## config.mk

```make
export PLATFORM = sky130hd
export DESIGN_NAME = song_reader
export DESIGN_NICKNAME = d
export VERILOG_FILES = /design/src/rtl/song_reader_pkg.sv /design/src/rtl/song_rom.sv /design/src/rtl/song_reader.sv
export SDC_FILE = /design/constraint.sdc
export NUM_CORES = 1
export LEC_CHECK = 0
export ABC_AREA = 1
export BUFFER_PORTS_ARGS = -buffer_cell sky130_fd_sc_hd__buf_2
export CAP_MARGIN = 30
export CORE_ASPECT_RATIO = 0.9
export CORE_UTILIZATION = 38
export DETAILED_ROUTE_END_ITERATION = 7
export SYNTH_ARGS = -nofsm -noshare
export SYNTH_HDL_FRONTEND = slang
export SYNTH_SLANG_ARGS = --single-unit
```

## constraint.sdc

```tcl
create_clock -name clk -period 6 [get_ports clk]
set_input_delay 1.2 -clock clk [delete_from_list [all_inputs] [get_ports clk]]
set_output_delay 1.2 -clock clk [all_outputs]
set_load 0.01 [all_outputs]
```

## src/rtl/song_reader_pkg.sv

```systemverilog
// Shared song definitions: default field widths, song-select width and the
// reader FSM state encoding used by the music-player blocks.
package song_reader_pkg;

    localparam int NOTE_BITS_DEF  = 6;
    localparam int DUR_BITS_DEF   = 6;
    localparam int INDEX_BITS_DEF = 5;
    localparam int SONG_BITS      = 2;

    // ROM word layout: {note, duration}; a duration of 0 marks the end of a song.
    localparam int DUR_LSB = 0;

    typedef enum logic [2:0] {
        S_IDLE      = 3'd0,
        S_FETCH     = 3'd1,
        S_WAIT_ROM  = 3'd2,
        S_WAIT_NOTE = 3'd3,
        S_DONE      = 3'd4
    } state_t;

endpackage

```

## src/rtl/song_rom.sv

```systemverilog
// Song ROM with a registered read port: the data for addr appears one cycle later.
module song_rom
    import song_reader_pkg::*;
#(
    parameter int NOTE_BITS  = NOTE_BITS_DEF,
    parameter int DUR_BITS   = DUR_BITS_DEF,
    parameter int INDEX_BITS = INDEX_BITS_DEF,
    localparam int ADDR_BITS = SONG_BITS + INDEX_BITS,
    localparam int WORD_BITS = NOTE_BITS + DUR_BITS
) (
    input  logic                 clk,
    input  logic [ADDR_BITS-1:0] addr,
    output logic [WORD_BITS-1:0] data
);

    // Song 0 ends at index 12, song 1 at index 3, song 2 uses all slots,
    // song 3 ends at index 15.
    function automatic logic [WORD_BITS-1:0] rom_word(input logic [ADDR_BITS-1:0] a);
        int s;
        int i;
        int n;
        int d;
        s = int'(a[ADDR_BITS-1:INDEX_BITS]);
        i = int'(a[INDEX_BITS-1:0]);
        case (s)
            0: begin
                n = 5 + i;
                d = (i >= 12) ? 0 : 4 + (i % 3);
            end
            1: begin
                n = 20 + i;
                d = (i == 3) ? 0 : i + 1;
            end
            2: begin
                n = 40 + (i % 16);
                d = 1 + (i % 8);
            end
            default: begin
                n = 63 - i;
                d = (i == 15) ? 0 : 2;
            end
        endcase
        return {NOTE_BITS'(n), DUR_BITS'(d)};
    endfunction

    always_ff @(posedge clk) begin
        data <= rom_word(addr);
    end

endmodule

```

## src/rtl/song_reader.sv

```systemverilog
// Walks the selected song in ROM one note at a time, handing each note to the
// note player and signalling the end of the song.
module song_reader
    import song_reader_pkg::*;
#(
    parameter int NOTE_BITS  = NOTE_BITS_DEF,
    parameter int DUR_BITS   = DUR_BITS_DEF,
    parameter int INDEX_BITS = INDEX_BITS_DEF
) (
    input  logic                 clk,
    input  logic                 reset,
    input  logic                 play,
    input  logic                 reset_play,
    input  logic [SONG_BITS-1:0] song,
    input  logic                 note_done,
    output logic [NOTE_BITS-1:0] note,
    output logic [DUR_BITS-1:0]  duration,
    output logic                 new_note,
    output logic                 song_done,
    output state_t               state_dbg
);

    // Handshake with the note player: new_note is a one-cycle pulse that
    // announces a fresh {note, duration}; note_done is a one-cycle pulse back,
    // honoured only while waiting on the current note (no valid/ready stall).

    state_t state, state_next;
    logic [INDEX_BITS-1:0]          index_q;
    logic [NOTE_BITS+DUR_BITS-1:0]  rom_data;
    logic [NOTE_BITS-1:0]           rom_note;
    logic [DUR_BITS-1:0]            rom_dur;
    logic                           load_note;
    logic                           enter_done;
    logic                           index_inc;

    song_rom #(
        .NOTE_BITS  (NOTE_BITS),
        .DUR_BITS   (DUR_BITS),
        .INDEX_BITS (INDEX_BITS)
    ) u_rom (
        .clk  (clk),
        .addr ({song, index_q}),
        .data (rom_data)
    );

    assign rom_note  = rom_data[NOTE_BITS+DUR_BITS-1:DUR_BITS];
    assign rom_dur   = rom_data[DUR_LSB +: DUR_BITS];
    assign state_dbg = state;

    always_comb begin
        state_next = state;
        load_note  = 1'b0;
        enter_done = 1'b0;
        index_inc  = 1'b0;
        case (state)
            S_IDLE:      if (play) state_next = S_FETCH;
            S_FETCH:     state_next = S_WAIT_ROM;
            S_WAIT_ROM: begin
                if (rom_dur != '0) begin
                    load_note  = 1'b1;
                    state_next = S_WAIT_NOTE;
                end else begin
                    enter_done = 1'b1;
                    state_next = S_DONE;
                end
            end
            S_WAIT_NOTE: begin
                if (note_done) begin
                    if (index_q == '1) begin
                        enter_done = 1'b1;
                        state_next = S_DONE;
                    end else begin
                        index_inc  = 1'b1;
                        state_next = S_IDLE;
                    end
                end
            end
            S_DONE:      state_next = S_DONE;
            default:     state_next = S_IDLE;
        endcase
        // Restart overrides everything, including a note_done in the same cycle.
        if (reset_play) begin
            state_next = S_IDLE;
            load_note  = 1'b0;
            enter_done = 1'b0;
            index_inc  = 1'b0;
        end
    end

    always_ff @(posedge clk or posedge reset) begin
        if (reset) begin
            state     <= S_IDLE;
            index_q   <= '0;
            note      <= '0;
            duration  <= '0;
            new_note  <= 1'b0;
            song_done <= 1'b0;
        end else begin
            state     <= state_next;
            new_note  <= load_note;
            song_done <= enter_done;
            if (reset_play)
                index_q <= '0;
            else if (index_inc)
                index_q <= index_q + INDEX_BITS'(1);
            if (load_note) begin
                note     <= rom_note;
                duration <= rom_dur;
            end
        end
    end

endmodule

```

Word level (Yosys, flattened, before mapping)
Index checks and enable logic that the tools add are counted.
{"block": "totals", "register_bits": 34, "input_bits": 7, "output_inout_bits": 17, "word_cells": 58}
{"block": "op_classes", "n_addsub": 8, "div": 1, "n_lt_le_gt_ge": 1, "eq_ne": 11, "n_mux": 25, "reduce_logical": 5}
{"op": "$pmux W6 S3", "count": 2}
{"op": "$mod A6 B3 Y32 const B", "count": 1}
{"op": "$mux W3", "count": 5}
{"op": "$pmux W3 S5", "count": 1}
{"op": "$mux W6", "count": 2}
{"op": "$mux W1", "count": 11}
{"op": "$eq A5 B5 Y1 const B", "count": 2}
{"op": "$mux W5", "count": 2}
{"op": "$add A3 B5 Y6 const A", "count": 1}
{"op": "$add A4 B6 Y6 const A", "count": 1}
{"op": "$add A5 B1 Y6 const B", "count": 1}
{"op": "$add A5 B5 Y6 const A", "count": 1}
{"op": "$add A6 B4 Y6 const A", "count": 1}
{"op": "$eq A3 B2 Y1 const B", "count": 2}
{"op": "$ne A3 B3 Y1 const B", "count": 2}
{"op": "$reduce_bool A6 Y1", "count": 1}
{"op": "$sub A6 B5 Y6 const A", "count": 1}
{"op": "$add A5 B1 Y5 const B", "count": 1}
{"op": "$eq A5 B3 Y1 const B", "count": 1}
{"op": "$ge A5 B4 Y1 const B", "count": 1}
{"op": "$add A1 B3 Y4 const A", "count": 1}
{"op": "$eq A3 B1 Y1 const B", "count": 1}
{"op": "$eq A3 B3 Y1 const B", "count": 1}
{"op": "$logic_not A3 Y1", "count": 1}
{"op": "7 further kinds", "count": 7}

Logic depth before layout (Yosys ltp)
Gate-level depths: netlist of the first run.
{"block": "depth", "depth_word": 7, "ltp_mapped": 32}

By module
From an unflattened synthesis of the first run, not the netlist that was laid out.
{"block": "unflattened", "hier_cells": 353, "area_unflattened_um2": 2446.1}
{"module": "song_rom", "instances": 1, "cells_per_inst": 222, "area_per_inst_um2": 1377.6, "seq_area_each_um2": 240.2}
{"module": "song_reader", "instances": 1, "cells_per_inst": 131, "area_per_inst_um2": 1068.5, "seq_area_each_um2": 550.5}

Least setup slack after synthesis of the first run
No wires, ideal clock.
{"block": "synth_path", "path_kind": "register to register", "start": "register index_q[2]", "end": "register u_rom.data[4]", "setup_ns": 0.119, "t_arrival_ns": 4.276, "required_ns": 5.881, "setup_slack_ns": 1.605, "path_stages_with_launch": 32, "n_path_buf": 1, "period_less_slack_ns": 4.395, "cell_sequence": "dfrtp_1 -> buf_2 -> inv_1 -> ha_1 -> or2_2 -> ha_1 -> inv_1 -> a21oi_1 -> nor2_1 -> nand3_2 -> nand2_1 -> nand2_2 -> inv_2 -> ha_1 -> inv_1 -> nand3_4 -> nor2_8 -> nand4_1 -> nand2_1 -> inv_1 -> ha_1 -> nor4_1 -> nand4_2 -> nor2_4 -> nand2_4 -> nand2_1 -> inv_1 -> ha_1 -> inv_1 -> a21oi_1 -> o21ai_1 -> o21ai_1"}
{"block": "synth_between", "elab_chain_cells": 4, "word_cells_on_any_way": 8, "classes_between": "2 x add/sub; 1 x div; 1 x order compare; 1 x eq/ne; 3 x mux"}
{"element": "start: declaration", "line": "song_reader.sv:28", "source": "logic [INDEX_BITS-1:0] index_q;"}
{"element": "start signal: assignment", "line": "song_reader.sv:105", "source": "index_q <= index_q + INDEX_BITS'(1);"}
{"element": "$mod A6 B3 Y32", "line": "song_rom.sv:28", "source": "d = (i >= 12) ? 0 : 4 + (i % 3);"}
{"element": "$add A4 B6 Y6", "line": "song_rom.sv:28"}
{"element": "$mux W6", "line": "song_rom.sv:28"}
{"element": "$pmux W6 S3 (*)", "line": "song_rom.sv:25", "source": "case (s)"}
{"element": "end signal: assignment", "line": "song_rom.sv:47", "source": "data <= rom_word(addr);"}
{"element": "end: declaration", "line": "song_rom.sv:13", "source": "output logic [WORD_BITS-1:0] data"}
Every way passes the cells marked *; elsewhere a longest branch is shown, timed or not.
A chain may end at the register's enable or synchronous reset.

Worst setup path after layout of the first run
Same ends and word-level chain as after synthesis.

==> flow_summary.rst, run 1 <==
.. list-table::
   :header-rows: 1

   * - Metric
     - Value
   * - Dominant cell by count in the synthesized netlist
     - nand2_1
   * - Worst slew margin relative to its limit
     - 43.8%
   * - IO Pins
     - 24
   * - Maximum number of pins on one net before global-route repair
     - 23
   * - Endpoints failing hold
     - 0
   * - Routability cong.
     - 0.851
   * - GRT overflow
     - 0
   * - Cell type with the largest total area after synthesis
     - dfrtp_1
   * - Clk_skew
     - 0.00515 ns
   * - Unrepaired setup endpoints after global routing
     - false
   * - Initial antenna violation count
     - 0
   * - Gates resized, CTS repair
     - 0
   * - Starting Density
     - 40.4%
   * - Clock latency on the worst-skew pair
     - 0.29 ns
   * - Total iterations of the first detailed-routing run
     - 4
   * - Critical path type
     - flip-flop to flip-flop
   * - Clock transition at the registers of the reported paths
     - 0.07 ns
   * - Setup total negative slack
     - 0 ns
   * - H-Tree Depth
     - 2
   * - Synthesized instance count
     - 351
   * - CTS sink cnt
     - 34
   * - Endpoints failing setup
     - 0
   * - Area fraction of the dominant cell type after synthesis
     - 21.7%
   * - Peak VDD IR
     - 0.0779 mV
   * - Global routing usage summed across all routing layers
     - 17.5%
   * - DIE WIDTH
     - 88.1 µm
   * - Number of buffers inserted to repair setup after CTS
     - 0
   * - Post-synth net total
     - 371
   * - Worst EP arrival
     - 5.10 ns
   * - Area Growth Syn to Fin
     - 11.0%
   * - Reported net switching power
     - 0.188 mW
   * - CTS Hold Buffers Added
     - 0
   * - Post-Synthesis Mean Instance Area
     - 7.23 µm²
   * - Clock network power share
     - 28.1%
   * - Commonest cells post-synth
     - 91 x nand2_1, 46 x inv_1, 23 x nand3_1
   * - Unique masters post-synth
     - 43
   * - TritonCTS clock tree
     - yes
   * - Commonest register cell after synthesis
     - dfrtp_1
   * - Max frequency
     - 0.203 GHz
   * - Post-synth EDFFs
     - 0
   * - Met1 routing resource usage after global routing
     - 23.2%
   * - I/O Buffers
     - 23
   * - Worst min-delay path category
     - flip-flop to flip-flop
   * - Diode insertion count for antenna repair
     - 0
   * - Yosys warnings
     - 0
   * - Root Driver
     - clkbuf_8
   * - Max clock buf depth
     - 2
   * - PD cells
     - 217 mW/mm²
   * - Proportion of synthesized chip area in sequential cells
     - 31.2%
   * - Most utilized layer in the global route result
     - met2
   * - Reg2Reg Capture Point
     - u_rom.data[4]
   * - Worst reg-to-reg path cell count
     - 30
   * - Post-synthesis async set-or-reset flop share
     - 64.7%
   * - Critical-path top delay cell
     - dfrtp_1
   * - Sequential fraction of design power
     - 48.8%
   * - Standard cell core area
     - 0.00628 mm²
   * - Required time of the critical path
     - 6.18 ns
   * - Fillcell total
     - 654
   * - Switching share of total power
     - 30.8%
   * - Number of global-route vias before repair
     - 2084
   * - Core Util, Final
     - 44.8%
   * - Site row count
     - 27
   * - Clock buffers created by TritonCTS
     - 5
   * - Number of nets in the finished design
     - 395
   * - Critical path launch point type
     - flip-flop
   * - Final max-slew violation count
     - 0
   * - Register bit count reported by yosys
     - 34
   * - Detailed-route via count
     - 2230
   * - First-pass GRT wire length
     - 9580 µm
   * - Total DRC errors in the routed layout
     - 0
   * - P_leak
     - 1.52 nW
   * - Critical path peak fanout
     - 9
   * - Cell types with the largest area share after synthesis
     - dfrtp_1 22%, nand2_1 13%, dfxtp_1 9.5%
   * - Combinational fraction of design power
     - 23.1%
   * - Crit path capture type
     - flip-flop
   * - Final routed wirelength across all metal layers
     - 5540 µm
   * - Final HPWL from detailed placement
     - 4390 µm
   * - Detailed-route wire length per cell
     - 12.0 µm
   * - Area of the die
     - 0.00701 mm²
   * - Detail Route Antenna Nets
     - 0
   * - Reported max-cap violation count
     - 0
   * - Number of violations reported at the end of detailed-routing iteration 0
     - 163
   * - Launching point of the worst reg2reg path
     - index_q[2]
   * - Global Route met2 Usage
     - 28.4%
   * - Share of the clock period used by the worst path after layout
     - 82.0%
   * - Period minus WS final
     - 4.92 ns
   * - Hold path endpoint
     - note[4]
   * - Setup slack on the worst flop-to-flop path
     - 1.08 ns
   * - Final total power
     - 0.612 mW
   * - Hold path startpoint
     - u_rom.data[10]
   * - Vertical die dimension
     - 79.5 µm
   * - Number of cells traversed by the worst hold path
     - 2
   * - Fraction of layout instances using a drive strength above 1
     - 21.8%
   * - Run status
     - complete, no violations
   * - Most Frequent Cell on Critical Path
     - inv_1
   * - Post-synth design cell area
     - 0.00254 mm²
   * - Fraction of met3 tracks used by global routing
     - 3.21%
   * - Internal Pwr Total
     - 0.424 mW
   * - DR vias/cell
     - 4.82
   * - Slew at the pin closest to its max-slew limit
     - 0.842 ns
   * - Stage delay of the slowest cell on the critical path
     - 0.52 ns
layout by cell type, fill, tap and decap left out, types with 9 or more instances in the layout:
master	Yosys	final
nand2_1	91	91
buf_2	1	23
dfrtp_1	22	22
dfxtp_1	12	12
nand3_1	23	23
inv_1	46	46
a21oi_1	9	9
nand2_2	13	13
o21ai_0	14	14
ha_1	13	13
nor2_1	21	21
worst max-delay path, delay by kind of cell, from the launching register on:
family,cells,cell delay (ns)
compound gates,4,0.41
fa+ha+maj,5,1.19
buf+inv,7,0.61
simple gates,14,2.06
flops,1,0.52
sequential cells by signal, summed over array words and instances (netlist names):
| name | count |
|---|---|
| duration | 6 |
| song_done | 1 |
| note | 6 |
| index_q | 5 |
| new_note | 1 |
| u_rom.data | 12 |
| state_dbg | 3 |
worst max-delay path by stage:
stage / to / from
floorplan: u_rom.data[4] / index_q[2]
detailed placement: u_rom.data[4] / index_q[2]
global placement: u_rom.data[4] / index_q[2]
finish: u_rom.data[4] / index_q[2]
CTS: u_rom.data[4] / index_q[2]
global route: u_rom.data[4] / index_q[2]
stage by stage:
step | hold WS, ns | cell area, µm² | instances | setup WS (ns)
after detailed placement | 0.416 | 2730 | 455 | 1.12
after CTS | 0.427 | 2820 | 463 | 1.10
after floorplan | 0.410 | 2540 | 351 | 1.61
final | 0.424 | 2820 | 463 | 1.08
after global routing | 0.449 | 2820 | 463 | 0.573
after global placement | 0.413 | 2730 | 455 | 1.31
cell type report:
class                           instances  area [µm²]  area share, %
Inverter                               55         209           7.42
Tap cell                               87         109           3.86
Clock buffer                            7        86.3           3.06
Timing Repair Buffer                   23         115           4.09
Multi-Input combinational cell        256        1500           53.3
Clock inverter                          1        5.00          0.178
Sequential cell                        34         791           28.1
cell families (layout without fill, tap and decap cells):
logic type                 after synthesis  count (layout)  share of synthesized area, %
AOI/OAI and AO/OA                       41              41                          9.37
DFF                                     34              34                          31.2
xor gates and xnor gates                 6               6                          2.07
and+or+nand+nor                        196             196                          41.4
buffers and inverters                   61              86                          9.62
adders and majority gates               13              13                          6.41
layer usage:
layer,wire (µm),part of all wire (%)
met1,2780,50
met5,0,0
met2,2470,45
met4,61,1.1
met3,230,4.2
power by group through the flow:
| stage | clock network (mW) | registers [mW] | logic [mW] |
|---|---|---|---|
| after CTS | 0.177 | 0.299 | 0.144 |
| after global placement | 0 | 0.302 | 0.143 |
| final | 0.172 | 0.299 | 0.142 |
| after detailed placement | 0 | 0.303 | 0.144 |
| after global routing | 0.186 | 0.305 | 0.166 |
| after floorplan | 0 | 0.324 | 0.0663 |
Note: power is estimated with default switching activity, not from simulation.
==> run 2, diff against run 1 <==
clock period = 4.9 ns   (was 6 ns; I/O delays follow)
==> flow_summary.rst, run 2 (same netlist as run 1, synthesis figures left out) <==
.. list-table::
   :header-rows: 1

   * - Metric
     - Value
   * - Diode insertion count for antenna repair
     - 0 (unchanged)
   * - Final max-slew violation count
     - 0 (unchanged)
   * - Final HPWL from detailed placement
     - 4500 µm (+2.7%)
   * - Root Driver
     - clkbuf_8
   * - Global routing usage summed across all routing layers
     - 18.0% (+0.47 points)
   * - Number of violations reported at the end of detailed-routing iteration 0
     - 137 (-16%)
   * - Peak VDD IR
     - 0.115 mV (+47%)
   * - Clk_skew
     - 0.00446 ns (-0.000691 ns)
   * - Clock latency on the worst-skew pair
     - 0.28 ns (about the same)
   * - TritonCTS clock tree
     - yes
   * - Site row count
     - 27 (unchanged)
   * - Endpoints failing hold
     - 0 (unchanged)
   * - Worst EP arrival
     - 4.70 ns (-0.40 ns)
   * - Critical-path top delay cell
     - dfrtp_2
   * - Worst min-delay path category
     - flip-flop to flip-flop
   * - Number of buffers inserted to repair setup after CTS
     - 0 (unchanged)
   * - Vertical die dimension
     - 79.5 µm (unchanged)
   * - GRT overflow
     - 0 (unchanged)
   * - Initial antenna violation count
     - 0 (unchanged)
   * - Clock buffers created by TritonCTS
     - 5 (unchanged)
   * - P_leak
     - 1.54 nW (+1.3%)
   * - Number of nets in the finished design
     - 399 (+1.0%)
   * - Reported max-cap violation count
     - 0 (unchanged)
   * - Total DRC errors in the routed layout
     - 0 (unchanged)
   * - Setup total negative slack
     - 0 ns (unchanged)
   * - Maximum number of pins on one net before global-route repair
     - 23 (unchanged)
   * - PD cells
     - 276 mW/mm² (+27%)
   * - Number of global-route vias before repair
     - 2165 (+3.9%)
   * - Worst slew margin relative to its limit
     - 42.1% (-1.8 points)
   * - Critical path launch point type
     - flip-flop
   * - Detailed-route wire length per cell
     - 12.1 µm (+1.5%)
   * - Most flops, register
     - u_rom.data
   * - Final total power
     - 0.792 mW (+29%)
   * - Critical path peak fanout
     - 10 (+1)
   * - Period minus WS final
     - 4.52 ns (-0.399 ns)
   * - Number of flip-flops in the largest register
     - 12 (unchanged)
   * - Clock transition at the registers of the reported paths
     - 0.07 ns (about the same)
   * - Area Growth Syn to Fin
     - 13.1%
   * - Max frequency
     - 0.221 GHz (+8.8%)
   * - Leading cell type in the layout, fill and taps excluded
     - nand2_1
   * - DR vias/cell
     - 4.84 (+0.43%)
   * - DIE WIDTH
     - 88.1 µm (unchanged)
   * - Run status
     - complete, no violations
   * - Detailed-route via count
     - 2259 (+1.3%)
   * - Unrepaired setup endpoints after global routing
     - false
   * - Stage delay of the slowest cell on the critical path
     - 0.51 ns (about the same)
   * - Required time of the critical path
     - 5.08 ns (-1.10 ns)
   * - Commonest cells after routing, fill and taps aside
     - 91 x nand2_1, 46 x inv_1, 23 x nand3_1, 23 x buf_2, 21 x nor2_1
   * - Area of the die
     - 0.00701 mm² (unchanged)
   * - First-pass GRT wire length
     - 10000 µm (+4.7%)
   * - Endpoints failing setup
     - 0 (unchanged)
   * - Starting Density
     - 40.4% (unchanged)
   * - Share of the clock period used by the worst path after layout
     - 92.3% (+10 points)
   * - Fraction of layout instances using a drive strength above 1
     - 23.2% (+1.3 points)
   * - CTS sink cnt
     - 34 (unchanged)
   * - Slew at the pin closest to its max-slew limit
     - 0.868 ns (+0.0266 ns)
   * - Total iterations of the first detailed-routing run
     - 4 (unchanged)
   * - I/O Buffers
     - 23 (unchanged)
   * - Detail Route Antenna Nets
     - 0 (unchanged)
   * - Crit path capture type
     - flip-flop
   * - Max clock buf depth
     - 2 (unchanged)
   * - H-Tree Depth
     - 2 (unchanged)
   * - Final routed wirelength across all metal layers
     - 5670 µm (+2.4%)
   * - IO Pins
     - 24 (unchanged)
   * - Biggest regs
     - u_rom.data: 12 flops, duration: 6 flops, note: 6 flops
   * - Standard cell core area
     - 0.00628 mm² (unchanged)
   * - Critical path type
     - flip-flop to flip-flop
   * - Routability cong.
     - 0.852 (+0.15%)
run 2: cell count changes in the layout (fill, tap and decap cells not counted), sizes merged:
cell | before | now
buf | 23 | 27
bufinv | 0 | 1
clkinv | 2 | 1
run 2: routing by layer:
metal	part of all wire [%]	up-vias	GRT usage (%)
li1	-	1196	-
met1	51	998	24.6
met2	44	51	28.7
met3	3.1	14	2.69
met4	1.9	0	6.13
met5	0	-	0
run 2: through the flow:
step | setup slack, ns | area (µm²) | std cells | hold WS (ns) | utilization (%)
after floorplan | 0.505 | 2540 | 351 | 0.410 | -
after global placement | 0.418 | 2760 | 459 | 0.415 | 43.9
after detailed placement | 0.258 | 2760 | 459 | 0.420 | 43.9
after CTS | 0.261 | 2860 | 467 | 0.430 | 45.6
after global routing | 0.00142 | 2870 | 467 | 0.448 | 45.7
final | 0.380 | 2870 | 467 | 0.426 | 45.7
run 2: power breakdown:
group	leakage, nW	internal (mW)	switching, mW
clock	0.0524	0.152	0.0973
combinational	1.10	0.0715	0.105
sequential	0.389	0.336	0.0306
run 2: worst paths after layout:
check / start / endpoint / slack, ns / depth (start not counted)
min in group asynchronous: reset / duration[2] / 0.87 / 2
min reg2reg: u_rom.data[10] / note[4] / 0.43 / 2
min: u_rom.data[10] / note[4] / 0.43 / 2
max: index_q[3] / u_rom.data[4] / 0.38 / 29
max reg2reg: index_q[3] / u_rom.data[4] / 0.38 / 29
max in group asynchronous: reset / index_q[2] / 3.44 / 2
run 2: area by class of cell:
cell class,instances,area [µm²]
fill,671,3410
multi-input combinational,256,1510
sequential,34,793
inverter,55,209
timing repair buffer,27,145
tap,87,109
clock buffer,7,76.3
clock inverter,1,30.0
run 2: timing repair:
item,4_1_cts,5_1_grt
endpoints found under the setup margin,0,2
hold buffers,0,0
gates resized for setup,0,3
run 2: worst max-delay path: cells and delay by family (launching register included):
family | cells | cell delay, ns
buf+inv | 6 | 0.41
compound gates | 4 | 0.37
simple gates | 14 | 2.00
flops | 1 | 0.51
fa+ha+maj | 5 | 1.13
==> run 3, diff against run 2 <==
CORE_UTILIZATION = 60   (was 38)
PLACE_DENSITY = 0.81   (was not set)
==> flow_summary.rst, run 3 (same netlist as run 1, synthesis figures left out) <==
.. list-table::
   :header-rows: 1

   * - Metric
     - Value
   * - Run status
     - finished with violations
   * - Violated checks
     - DRC
   * - Worst reg-to-reg path cell count
     - 29 (unchanged)
   * - Root Driver
     - clkbuf_8
   * - Worst min-delay path category
     - flip-flop to flip-flop
   * - Commonest cells after routing, fill and taps aside
     - 91 x nand2_1, 46 x inv_1, 23 x nand3_1, 23 x buf_2
   * - Hold path startpoint
     - u_rom.data[7]
   * - Standard cell core area
     - 0.00407 mm² (-35%)
   * - Final instance area
     - 0.00282 mm² (-1.8%)
   * - Detail Route Antenna Nets
     - 0 (unchanged)
   * - H-Tree Depth
     - 2 (unchanged)
   * - Required time of the critical path
     - 5.06 ns (-0.02 ns)
   * - Most flops, register
     - u_rom.data
   * - Fillcell total
     - 358 (-47%)
   * - Pre-CTS worst setup slack
     - 0.361 ns (+0.103 ns)
   * - Final max-slew violation count
     - 0 (unchanged)
   * - Max frequency
     - 0.224 GHz (+1.3%)
   * - Site row count
     - 22 (-19%)
   * - Worst slew margin relative to its limit
     - 45.9% (+3.8 points)
   * - Post-detailed-placement cell area
     - 0.00272 mm² (-1.5%)
   * - Endpoints failing hold
     - 0 (unchanged)
   * - Total iterations of the first detailed-routing run
     - 7 (+3)
   * - Number of cells traversed by the worst hold path
     - 2 (unchanged)
   * - GRT overflow
     - 0 (unchanged)
   * - Critical path launch point type
     - flip-flop
   * - Endpoints failing setup
     - 0 (unchanged)
   * - Detailed-route via count
     - 2310 (+2.3%)
   * - Total DRC errors in the routed layout
     - 10 (+10)
   * - Vertical die dimension
     - 63.7 µm (-20%)
   * - Diode insertion count for antenna repair
     - 0 (unchanged)
   * - Critical path type
     - flip-flop to flip-flop
   * - Reported max-cap violation count
     - 0 (unchanged)
   * - Slew at the pin closest to its max-slew limit
     - 0.811 ns (-0.0571 ns)
   * - Clock latency on the worst-skew pair
     - 0.27 ns (about the same)
   * - Clk_skew
     - 0.00511 ns (+0.000652 ns)
   * - Setup total negative slack
     - 0 ns (unchanged)
   * - Clock transition at the registers of the reported paths
     - 0.06 ns (about the same)
   * - Final HPWL from detailed placement
     - 4160 µm (-7.6%)
   * - Final total power
     - 0.747 mW (-5.7%)
   * - Number of nets in the finished design
     - 400 (+0.25%)
   * - Final hold slack
     - 0.425 ns (-0.000579 ns)
   * - Initial antenna violation count
     - 0 (unchanged)
   * - Leading cell type in the layout, fill and taps excluded
     - nand2_1
   * - PD cells
     - 265 mW/mm² (-4.0%)
   * - Number of buffers inserted to repair setup after CTS
     - 0 (unchanged)
   * - Unrepaired setup endpoints after global routing
     - false
   * - Critical-path top delay cell
     - dfrtp_2
   * - Critical path peak fanout
     - 10 (unchanged)
   * - Setup slack on the worst flop-to-flop path
     - 0.44 ns (+0.06 ns)
   * - DIE WIDTH
     - 70.6 µm (-20%)
   * - Max clock buf depth
     - 2 (unchanged)
   * - Peak VDD IR
     - 0.179 mV (+56%)
   * - DR vias/cell
     - 5.38 (+11%)
   * - Biggest regs
     - u_rom.data: 12 flops, duration: 6 flops, note: 6 flops
   * - Global routing usage summed across all routing layers
     - 25.8% (+7.8 points)
   * - Crit path capture type
     - flip-flop
   * - Hold path endpoint
     - note[1]
   * - P_leak
     - 1.54 nW (+0.11%)
   * - IO Pins
     - 24 (unchanged)
   * - Detailed-route wire length per cell
     - 12.4 µm (+1.7%)
   * - CTS sink cnt
     - 34 (unchanged)
   * - Stage delay of the slowest cell on the critical path
     - 0.50 ns (about the same)
   * - Reg2Reg Capture Point
     - u_rom.data[4]
   * - Number of global-route vias before repair
     - 2093 (-3.3%)
   * - Routability cong.
     - 0.859 (+0.83%)
   * - PnR worst setup slack
     - 0.437 ns (+0.0572 ns)
   * - Final routed wirelength across all metal layers
     - 5300 µm (-6.6%)
   * - Number of flip-flops in the largest register
     - 12 (unchanged)
   * - Clock buffers created by TritonCTS
     - 5 (unchanged)
   * - First-pass GRT wire length
     - 9280 µm (-7.6%)
   * - Share of the clock period used by the worst path after layout
     - 91.1% (-1.2 points)
   * - Maximum number of pins on one net before global-route repair
     - 23 (unchanged)
   * - Worst EP arrival
     - 4.62 ns (-0.08 ns)
   * - Fraction of layout instances using a drive strength above 1
     - 23.4% (+0.20 points)
   * - TritonCTS clock tree
     - yes
   * - Multi-input logic area
     - 0.00151 mm² (+0.42%)
   * - Starting Density
     - 62.3% (+22 points)
   * - Launching point of the worst reg2reg path
     - index_q[3]
   * - I/O Buffers
     - 23 (unchanged)
   * - Area Growth Syn to Fin
     - 11.0%
   * - CTS Hold Buffers Added
     - 0 (unchanged)
   * - Period minus WS final
     - 4.46 ns (-0.0572 ns)
   * - Flip-flop and latch area
     - 792 µm² (-0.16%)
   * - Number of violations reported at the end of detailed-routing iteration 0
     - 102 (-26%)
   * - Area of the die
     - 0.00449 mm² (-36%)
[run 3: changes by cell type in the layout (fill, tap and decap cells not counted)]
cell / previous run / this run
dfrtp_1: 20 / 21
buf_4: 4 / 5
clkbuf_8: 5 / 6
nor4_2: 0 / 1
bufinv_16: 1 / 0
dfrtp_2: 2 / 1
nor4_1: 3 / 2
[run 3: metrics by stage]
| step | util, % | instances |
|---|---|---|
| floorplan | - | 351 |
| global placement | 66.6 | 421 |
| detailed placement | 66.6 | 421 |
| CTS | 68.9 | 429 |
| global route | 69.1 | 429 |
| finish | 69.1 | 429 |
[run 3: cell type report]
type / count / area share (%)
tap: 48 / 2.13
multi-input combinational: 256 / 53.7
inverter: 55 / 7.42
timing repair buffer: 28 / 5.42
sequential: 34 / 28.1
clock buffer: 8 / 3.20
[run 3: worst max path at each step]
stage               cells past startpoint  slack (ns)       start       endpoint
floorplan                              31        0.51  index_q[2]  u_rom.data[4]
global placement                       29        0.46  index_q[3]  u_rom.data[4]
detailed placement                     29        0.36  index_q[3]  u_rom.data[4]
CTS                                    29        0.34  index_q[3]  u_rom.data[4]
global route                           29        0.02  index_q[3]  u_rom.data[4]
finish                                 29        0.44  index_q[3]  u_rom.data[4]
[run 3: critical path, delay by kind of cell (launching register included)]
kind | cells | cell delay, ns
AND/OR/NAND/NOR | 14 | 1.99
adder cells (fa/ha/maj) | 5 | 1.14
flip-flops | 1 | 0.50
buffers and inverters | 6 | 0.38
AO/OA/AOI/OAI | 4 | 0.36
[run 3: power breakdown]
part / internal [mW] / switching (mW) / total [mW]
Sequential: 0.336 / 0.0298 / 0.366
Combinational: 0.0717 / 0.108 / 0.179
Clock: 0.114 / 0.0874 / 0.202
Total: 0.522 / 0.225 / 0.747
[run 3: repair_timing]
action / in CTS / in global routing
gates resized for setup: 0 / 3
hold endpoints to repair: 0 / 0
endpoints found under the setup margin: 0 / 2
[run 3: layer usage]
layer | part of all wire (%) | vias to the layer above | GRT usage (%) | wire length [µm]
met1 | 48 | 1056 | 34.0 | 2550
met4 | 1.2 | 0 | 10.3 | 61
met2 | 48 | 53 | 43.4 | 2520
met5 | 0 | - | 0 | 0
li1 | - | 1195 | - | -
met3 | 3.2 | 6 | 2.56 | 171
